==> src/rtl/axi4l_pkg.sv <==
// Shared AXI4-Lite types and helpers for the register-bank slice.
//   axi4l_resp_t : 2-bit response code, RESP_OKAY / RESP_SLVERR
//   wr_state_t   : write-channel FSM states
//   rd_state_t   : read-channel FSM states
//   apply_wstrb  : byte-lane merge of a new word into an old word (up to 64 bits)
package axi4l_pkg;

    typedef logic [1:0] axi4l_resp_t;

    localparam axi4l_resp_t RESP_OKAY   = 2'b00;
    localparam axi4l_resp_t RESP_SLVERR = 2'b10;

    // Widest data bus the merge helper handles; narrower buses are zero-extended.
    localparam int MAX_DATA_WIDTH = 64;

    typedef enum logic {WR_IDLE, WR_RESP} wr_state_t;
    typedef enum logic {RD_IDLE, RD_RESP} rd_state_t;

    // Byte k of the result comes from new_word when strb[k] is set, else from old_word.
    function automatic logic [MAX_DATA_WIDTH-1:0] apply_wstrb(
        input logic [MAX_DATA_WIDTH-1:0]   old_word,
        input logic [MAX_DATA_WIDTH-1:0]   new_word,
        input logic [MAX_DATA_WIDTH/8-1:0] strb
    );
        logic [MAX_DATA_WIDTH-1:0] merged;
        for (int k = 0; k < MAX_DATA_WIDTH/8; k++) begin
            merged[k*8 +: 8] = strb[k] ? new_word[k*8 +: 8] : old_word[k*8 +: 8];
        end
        return merged;
    endfunction

endpackage

==> src/rtl/axi4l_ctrl_regs.sv <==
// AXI4-Lite slave register bank.
//   axi4l_aclk / axi4l_arstn : clock, synchronous active-low reset
//   s_aw* / s_w* / s_b*      : write address, write data, write response channels
//   s_ar* / s_r*             : read address and read data channels
//   ctrl_out                 : contents of all registers, register i at [i*DATA_WIDTH +: DATA_WIDTH]
//   status_in                : sources for read-only registers (RO_MASK bits)
//   wr_pulse / rd_pulse      : one-cycle strobe per successful write / read of register i
// All ready/valid outputs are registered, so no input reaches them combinationally.
module axi4l_ctrl_regs
    import axi4l_pkg::*;
#(
    parameter int                  ADDR_WIDTH = 32,
    parameter int                  DATA_WIDTH = 32,
    parameter int                  NUM_REGS   = 16,
    parameter logic [NUM_REGS-1:0] RO_MASK    = '0
) (
    input  logic                           axi4l_aclk,
    input  logic                           axi4l_arstn,
    input  logic [ADDR_WIDTH-1:0]          s_awaddr,
    input  logic [2:0]                     s_awprot,
    input  logic                           s_awvalid,
    output logic                           s_awready,
    input  logic [DATA_WIDTH-1:0]          s_wdata,
    input  logic [DATA_WIDTH/8-1:0]        s_wstrb,
    input  logic                           s_wvalid,
    output logic                           s_wready,
    output axi4l_resp_t                    s_bresp,
    output logic                           s_bvalid,
    input  logic                           s_bready,
    input  logic [ADDR_WIDTH-1:0]          s_araddr,
    input  logic [2:0]                     s_arprot,
    input  logic                           s_arvalid,
    output logic                           s_arready,
    output logic [DATA_WIDTH-1:0]          s_rdata,
    output axi4l_resp_t                    s_rresp,
    output logic                           s_rvalid,
    input  logic                           s_rready,
    output logic [NUM_REGS*DATA_WIDTH-1:0] ctrl_out,
    input  logic [NUM_REGS*DATA_WIDTH-1:0] status_in,
    output logic [NUM_REGS-1:0]            wr_pulse,
    output logic [NUM_REGS-1:0]            rd_pulse
);

    localparam int STRB_WIDTH = DATA_WIDTH / 8;
    localparam int LSB        = $clog2(STRB_WIDTH);
    localparam int IDX_W      = $clog2(NUM_REGS);
    localparam int TOP_LSB    = LSB + IDX_W;

    logic [DATA_WIDTH-1:0] regs        [NUM_REGS];
    logic [DATA_WIDTH-1:0] status_lane [NUM_REGS];

    // Protection bits and sub-word address bits carry no meaning here.
    logic unused_inputs;
    assign unused_inputs = ^{s_awprot, s_arprot, s_awaddr[LSB-1:0], s_araddr[LSB-1:0]};

    wr_state_t             wr_state, wr_state_n;
    logic                  aw_held, aw_held_n, w_held, w_held_n;
    logic [IDX_W-1:0]      aw_idx, aw_idx_n, aw_dec_idx, cur_idx;
    logic                  aw_err, aw_err_n, aw_dec_err, cur_err;
    logic [DATA_WIDTH-1:0] w_data, w_data_n, cur_data, wr_word;
    logic [STRB_WIDTH-1:0] w_strb, w_strb_n, cur_strb;
    logic                  awready_n, wready_n, bvalid_n, aw_fire, w_fire, wr_en;
    axi4l_resp_t           bresp_n;
    logic [NUM_REGS-1:0]   wr_pulse_n;

    rd_state_t             rd_state, rd_state_n;
    logic [IDX_W-1:0]      ar_dec_idx;
    logic                  ar_oor, arready_n, rvalid_n, ar_fire;
    logic [DATA_WIDTH-1:0] rdata_n;
    axi4l_resp_t           rresp_n;
    logic [NUM_REGS-1:0]   rd_pulse_n;

    // Flatten the register array onto ctrl_out and slice status_in into lanes.
    always_comb begin
        for (int i = 0; i < NUM_REGS; i++) begin
            ctrl_out[i*DATA_WIDTH +: DATA_WIDTH] = regs[i];
            status_lane[i] = status_in[i*DATA_WIDTH +: DATA_WIDTH];
        end
    end

    // Write-side decode; a write to a read-only register is refused like an out-of-range one.
    always_comb begin
        aw_dec_idx = s_awaddr[LSB +: IDX_W];
        aw_dec_err = (|s_awaddr[ADDR_WIDTH-1:TOP_LSB]) | RO_MASK[aw_dec_idx];
    end

    // Write FSM next state: AW and W are captured independently; the write commits on the
    // cycle the second of them arrives, taking held values or live bus values as appropriate.
    always_comb begin
        wr_state_n = wr_state;
        aw_held_n  = aw_held;
        w_held_n   = w_held;
        aw_idx_n   = aw_idx;
        aw_err_n   = aw_err;
        w_data_n   = w_data;
        w_strb_n   = w_strb;
        awready_n  = s_awready;
        wready_n   = s_wready;
        bvalid_n   = s_bvalid;
        bresp_n    = s_bresp;
        wr_pulse_n = '0;
        wr_en      = 1'b0;
        aw_fire    = s_awvalid & s_awready;
        w_fire     = s_wvalid & s_wready;
        cur_idx    = aw_held ? aw_idx : aw_dec_idx;
        cur_err    = aw_held ? aw_err : aw_dec_err;
        cur_data   = w_held ? w_data : s_wdata;
        cur_strb   = w_held ? w_strb : s_wstrb;
        case (wr_state)
            WR_IDLE: begin
                if (aw_fire) begin
                    aw_held_n = 1'b1;
                    aw_idx_n  = aw_dec_idx;
                    aw_err_n  = aw_dec_err;
                end
                if (w_fire) begin
                    w_held_n = 1'b1;
                    w_data_n = s_wdata;
                    w_strb_n = s_wstrb;
                end
                if ((aw_held | aw_fire) && (w_held | w_fire)) begin
                    wr_state_n = WR_RESP;
                    bvalid_n   = 1'b1;
                    awready_n  = 1'b0;
                    wready_n   = 1'b0;
                    if (cur_err) begin
                        bresp_n = RESP_SLVERR;
                    end else begin
                        bresp_n             = RESP_OKAY;
                        wr_en               = 1'b1;
                        wr_pulse_n[cur_idx] = 1'b1;
                    end
                end else begin
                    awready_n = !(aw_held | aw_fire);
                    wready_n  = !(w_held | w_fire);
                end
            end
            WR_RESP: begin
                if (s_bready) begin
                    wr_state_n = WR_IDLE;
                    bvalid_n   = 1'b0;
                    aw_held_n  = 1'b0;
                    w_held_n   = 1'b0;
                    awready_n  = 1'b1;
                    wready_n   = 1'b1;
                end
            end
            default: wr_state_n = WR_IDLE;
        endcase
        wr_word = DATA_WIDTH'(apply_wstrb(MAX_DATA_WIDTH'(regs[cur_idx]),
                                          MAX_DATA_WIDTH'(cur_data),
                                          (MAX_DATA_WIDTH/8)'(cur_strb)));
    end

    // Write FSM state and write-channel output registers.
    always_ff @(posedge axi4l_aclk) begin
        if (!axi4l_arstn) begin
            wr_state  <= WR_IDLE;
            aw_held   <= 1'b0;
            w_held    <= 1'b0;
            aw_idx    <= '0;
            aw_err    <= 1'b0;
            w_data    <= '0;
            w_strb    <= '0;
            s_awready <= 1'b0;
            s_wready  <= 1'b0;
            s_bvalid  <= 1'b0;
            s_bresp   <= RESP_OKAY;
            wr_pulse  <= '0;
        end else begin
            wr_state  <= wr_state_n;
            aw_held   <= aw_held_n;
            w_held    <= w_held_n;
            aw_idx    <= aw_idx_n;
            aw_err    <= aw_err_n;
            w_data    <= w_data_n;
            w_strb    <= w_strb_n;
            s_awready <= awready_n;
            s_wready  <= wready_n;
            s_bvalid  <= bvalid_n;
            s_bresp   <= bresp_n;
            wr_pulse  <= wr_pulse_n;
        end
    end

    // Register array; only an accepted, in-range, writable commit changes it.
    always_ff @(posedge axi4l_aclk) begin
        if (!axi4l_arstn) begin
            for (int i = 0; i < NUM_REGS; i++) begin
                regs[i] <= '0;
            end
        end else if (wr_en) begin
            regs[cur_idx] <= wr_word;
        end
    end

    // Read FSM next state: the read samples the array before this edge's write commit lands,
    // so a same-edge write to the same register returns the old value.
    always_comb begin
        rd_state_n = rd_state;
        arready_n  = s_arready;
        rvalid_n   = s_rvalid;
        rdata_n    = s_rdata;
        rresp_n    = s_rresp;
        rd_pulse_n = '0;
        ar_fire    = s_arvalid & s_arready;
        ar_dec_idx = s_araddr[LSB +: IDX_W];
        ar_oor     = |s_araddr[ADDR_WIDTH-1:TOP_LSB];
        case (rd_state)
            RD_IDLE: begin
                if (ar_fire) begin
                    rd_state_n = RD_RESP;
                    arready_n  = 1'b0;
                    rvalid_n   = 1'b1;
                    if (ar_oor) begin
                        rdata_n = '0;
                        rresp_n = RESP_SLVERR;
                    end else begin
                        rdata_n                = RO_MASK[ar_dec_idx] ? status_lane[ar_dec_idx]
                                                                     : regs[ar_dec_idx];
                        rresp_n                = RESP_OKAY;
                        rd_pulse_n[ar_dec_idx] = 1'b1;
                    end
                end else begin
                    arready_n = 1'b1;
                end
            end
            RD_RESP: begin
                if (s_rready) begin
                    rd_state_n = RD_IDLE;
                    rvalid_n   = 1'b0;
                    arready_n  = 1'b1;
                end
            end
            default: rd_state_n = RD_IDLE;
        endcase
    end

    // Read FSM state and read-channel output registers.
    always_ff @(posedge axi4l_aclk) begin
        if (!axi4l_arstn) begin
            rd_state  <= RD_IDLE;
            s_arready <= 1'b0;
            s_rvalid  <= 1'b0;
            s_rdata   <= '0;
            s_rresp   <= RESP_OKAY;
            rd_pulse  <= '0;
        end else begin
            rd_state  <= rd_state_n;
            s_arready <= arready_n;
            s_rvalid  <= rvalid_n;
            s_rdata   <= rdata_n;
            s_rresp   <= rresp_n;
            rd_pulse  <= rd_pulse_n;
        end
    end

endmodule

==> config.mk <==
export PLATFORM = sky130hd
export DESIGN_NAME = axi4l_ctrl_regs
export DESIGN_NICKNAME = d
export VERILOG_FILES = /design/src/rtl/axi4l_pkg.sv /design/src/rtl/axi4l_ctrl_regs.sv
export SDC_FILE = /design/constraint.sdc
export NUM_CORES = 1
export LEC_CHECK = 0
export ABC_AREA = 0
export ABC_CLOCK_PERIOD_IN_PS = 2940
export CAP_MARGIN = 20
export CORE_AREA = 4 4 472 474
export CTS_CLUSTER_DIAMETER = 100
export DETAILED_ROUTE_END_ITERATION = 12
export DIE_AREA = 0 0 476 478
export GPL_TIMING_DRIVEN = 0
export MAX_ROUTING_LAYER = met4
export PLACE_DENSITY = 0.36
export SKIP_LAST_GASP = 1
export SYNTH_ARGS = -nofsm -noshare
export SYNTH_HDL_FRONTEND = slang
export SYNTH_SLANG_ARGS = --single-unit
==> constraint.sdc <==
create_clock -name axi4l_aclk -period 2.94 [get_ports axi4l_aclk]
set_input_delay 0.294 -clock axi4l_aclk [delete_from_list [all_inputs] [get_ports axi4l_aclk]]
set_output_delay 0.294 -clock axi4l_aclk [all_outputs]
set_load 0.01 [all_outputs]
==> metrics.md <==
| Metric | Value |
|---|---|
| Antenna Nets Post-Route | 0 |
| Endpoints failing hold | 0 |
| Tot GR Track Use | 0.196 |
| Seq cells post-synth | 628 |
| Post-synth cell types | 45 |
| Core area | 219000 µm² |
| Hold slack | 0.179 ns |
| GRT Residual Overflow | 0 |
| IO Pins | 1210 |
| Vias/cell | 4.41 |
| Ratio of final minimum period to clock period | 1.02 |
| First-pass GRT wire length | 281000 µm |
| Area grow syn2layout | 51.8% |
| Req. time, crit path | 3.56 ns |
| Net count, final | 3591 |
| Max-slew headroom | 0.179 |
| Outcome | finished with violations |
| RSZ-0062 raised after global routing | true |
| Post-synth top area share | 0.537 |
| Routed WL | 226000 µm |
| Starting Density | 0.131 |
| Worst VDD drop | 0.523 mV |
| Worst Path Max Fanout | 10 |
| Post-DP HPWL | 187000 µm |
| Clock skew | 0.0404 ns |
| Clock Tree Buf Depth | 3 |
| Crit start category | primary input |
| Max Fclk | 333 MHz |
| TritonCTS clock tree | built |
| Final Instance Count excl. Fillers | 5949 |
| Hold Path Origin | s_wdata[31] |
| Share of cells above drive strength 1 | 0.203 |
| Via Count | 26235 |
| Failing checks | setup timing |
| Cell Area, Synth | 28600 µm² |
| Tmin final | 3.00 ns |
| Hold Path Sink | w_data[31] |
| Final setup margin | -0.0602 ns |
| Reg2reg setup slack | -0.03 ns |
| Reg-to-reg endpoint | regs[1][10] |
| Pwr Density | 562 nW/µm² |
| Max-slew violations | 0 |
| Routability cong. | 0.917 |
| Hold path depth | 3 |
| Top area cells in the synthesized netlist | edfxtp_1, mux4_2, nor4_1 |
| Die width | 476 µm |
| Worst-Skew Late Latency | 0.70 ns |
| Maxcap violations | 0 |
| Die area | 228000 µm² |
| Largest net degree at the start of global routing | 13 |
| Site Rows | 172 |
| Crit Path Category | primary input to flip-flop |
| CTS buffer count | 81 |
| Vias in the first global route | 25176 |
| Die height | 478 µm |
| Leakage dissipation | 13.5 nW |
| Post-synth top area cell | edfxtp_1 |
| R2R cell count | 6 |
| DRC errors left | 0 |
| H-tree depth | 3 |
| Routed length per placed instance | 37.9 µm |
| Fin util | 0.199 |
| Router iterations before antenna repair | 7 |
| Reg clk slew, reported paths | 0.06 ns |
| Crit. End Element | flip-flop |
| # fillers | 23699 |
| Synth Flop Type | edfxtp_1 |
| Post-synthesis async set-or-reset flop share | 0 |
| Reg-to-reg startpoint | w_held |
| Hold Path Class | primary input to flip-flop |
| Yosys warns | 0 |
| 1st-iter DRT viols | 3170 |
| Worst-Margin Slew | 1.23 ns |
| Root buf cell | clkbuf_16 |
| Syn Area/Cell | 13.5 µm² |
| IO buf count | 683 |
| Post-synth EDFFs | 512 |
| Final setup viols | 59 |
| DP Cell Count | 5740 |
| Sequential area share after synthesis | 0.618 |
| Initial antenna violation count | 50 |
| Cells after synthesis | 2119 |
| Crit path DAT | 3.62 ns |
| Sink Count | 628 |
| Total Power | 24.5 mW |
-- final cells by class --
cell class	count	area (µm²)	area share
Timing Repair Buffer	764	7680	0.177
Clock buffer	111	2270	0.0522
Antenna cell	46	115	0.00265
Inverter	4	15.0	0.000345
Sequential cell	628	17700	0.407
Buffer	285	1610	0.0369
Clock inverter	38	417	0.00958
Tap cell	2871	3590	0.0826
Multi-Input combinational cell	1202	10100	0.232
-- registers in the layout (all words and copies together), names as in the netlist, 4 cells and up --
signal / count
regs: 512
s_rdata: 32
w_data: 32
rd_pulse: 16
wr_pulse: 16
aw_idx: 4
w_strb: 4
-- worst max-delay path: stages --
cell             delay [ns]
clkdlybuf4s50_1        0.72
nor2b_1                0.18
clkbuf_1               0.69
clkbuf_1               0.77
a22oi_1                0.45
nand2_1                0.32
a22o_1                 0.17
-- worst max-delay path by stage --
stage	to	start	slack, ns	depth (start not counted)
5_1_grt	regs[15][10]	w_held	-0.03	7
4_1_cts	regs[11][6]	aw_held	0.008	8
3_5_place_dp	regs[9][0]	axi4l_arstn	-1.24	7
6_report	s_rdata[23]	s_araddr[5]	-0.06	7
2_1_floorplan	regs[4][10]	s_awaddr[7]	0.21	6
3_3_place_gp	regs[4][18]	s_awaddr[8]	-2.20	7
-- routing by layer --
metal	GRT usage	part of all wire
met1	0.242	0.40
met2	0.295	0.44
met3	0.0516	0.094
met4	0.0979	0.063
met5	-	0
-- cells by family (layout without fill, tap and decap cells) --
logic type | Yosys count | after routing | synth area share
other cells | 1 | 48 | 0.000131
compound gates | 221 | 221 | 0.0569
simple gates | 807 | 807 | 0.155
mux | 172 | 172 | 0.118
buf+inv | 290 | 1202 | 0.0530
flops | 628 | 628 | 0.618
-- Yosys cell counts (5+ instances only) --
| cell type | instances |
|---|---|
| a22o_1 | 33 |
| nor3_1 | 163 |
| nor2_1 | 20 |
| a22oi_1 | 65 |
| clkbuf_1 | 125 |
| nand2b_1 | 40 |
| nor2b_1 | 5 |
| mux2_2 | 36 |
| buf_6 | 42 |
| nand3_1 | 35 |
| mux4_2 | 128 |
| nor4_1 | 396 |
| buf_4 | 7 |
| o31ai_1 | 48 |
| mux2i_1 | 8 |
| a21oi_1 | 43 |
| o41ai_1 | 16 |
| buf_1 | 42 |
| buf_2 | 70 |
| dfxtp_1 | 116 |
| edfxtp_1 | 512 |
| nand2_1 | 135 |
-- report_power, final --
group / internal [mW] / switching (mW)
clock: 6.05 / 4.37
sequential: 9.88 / 0.425
combinational: 1.26 / 2.47
total: 17.2 / 7.26
-- stage by stage --
stage / instance area [µm²] / setup slack, ns / setup TNS [ns]
floorplan: 28600 / 0.213 / 0
detailed placement: 40100 / -1.24 / -656.32
CTS: 43300 / 0.00780 / 0
finish: 43500 / -0.0602 / -1.32
global route: 43500 / -0.0277 / -0.172
global placement: 39100 / -2.20 / -979.06
-- cells in the final DEF (no fill, tap or decap), drive strengths merged, types with 3 or more instances in the layout --
cell             n
or2              3
nor2b            5
mux2            36
nand3           35
mux4           128
a21oi           43
bufinv           7
nand4            3
buf            229
o41ai           16
a22o            33
clkdlybuf4s15    5
nand2          135
clkbuf         243
clkinv          25
inv             10
clkdlybuf4s50  683
nand2b          40
mux2i            8
nor3           164
nor2            20
a22oi           65
edfxtp         512
nor4           396
diode           46
dfxtp          116
o31ai           48
-- what timing repair did --
action	in CTS	in global routing
setup endpoints to repair	686	188
pin swaps	10	2
resized for setup	86	34
buffers inserted	11	3
gates cloned	0	0
hold buffers	0	0
(Power assumes the default switching activity.)
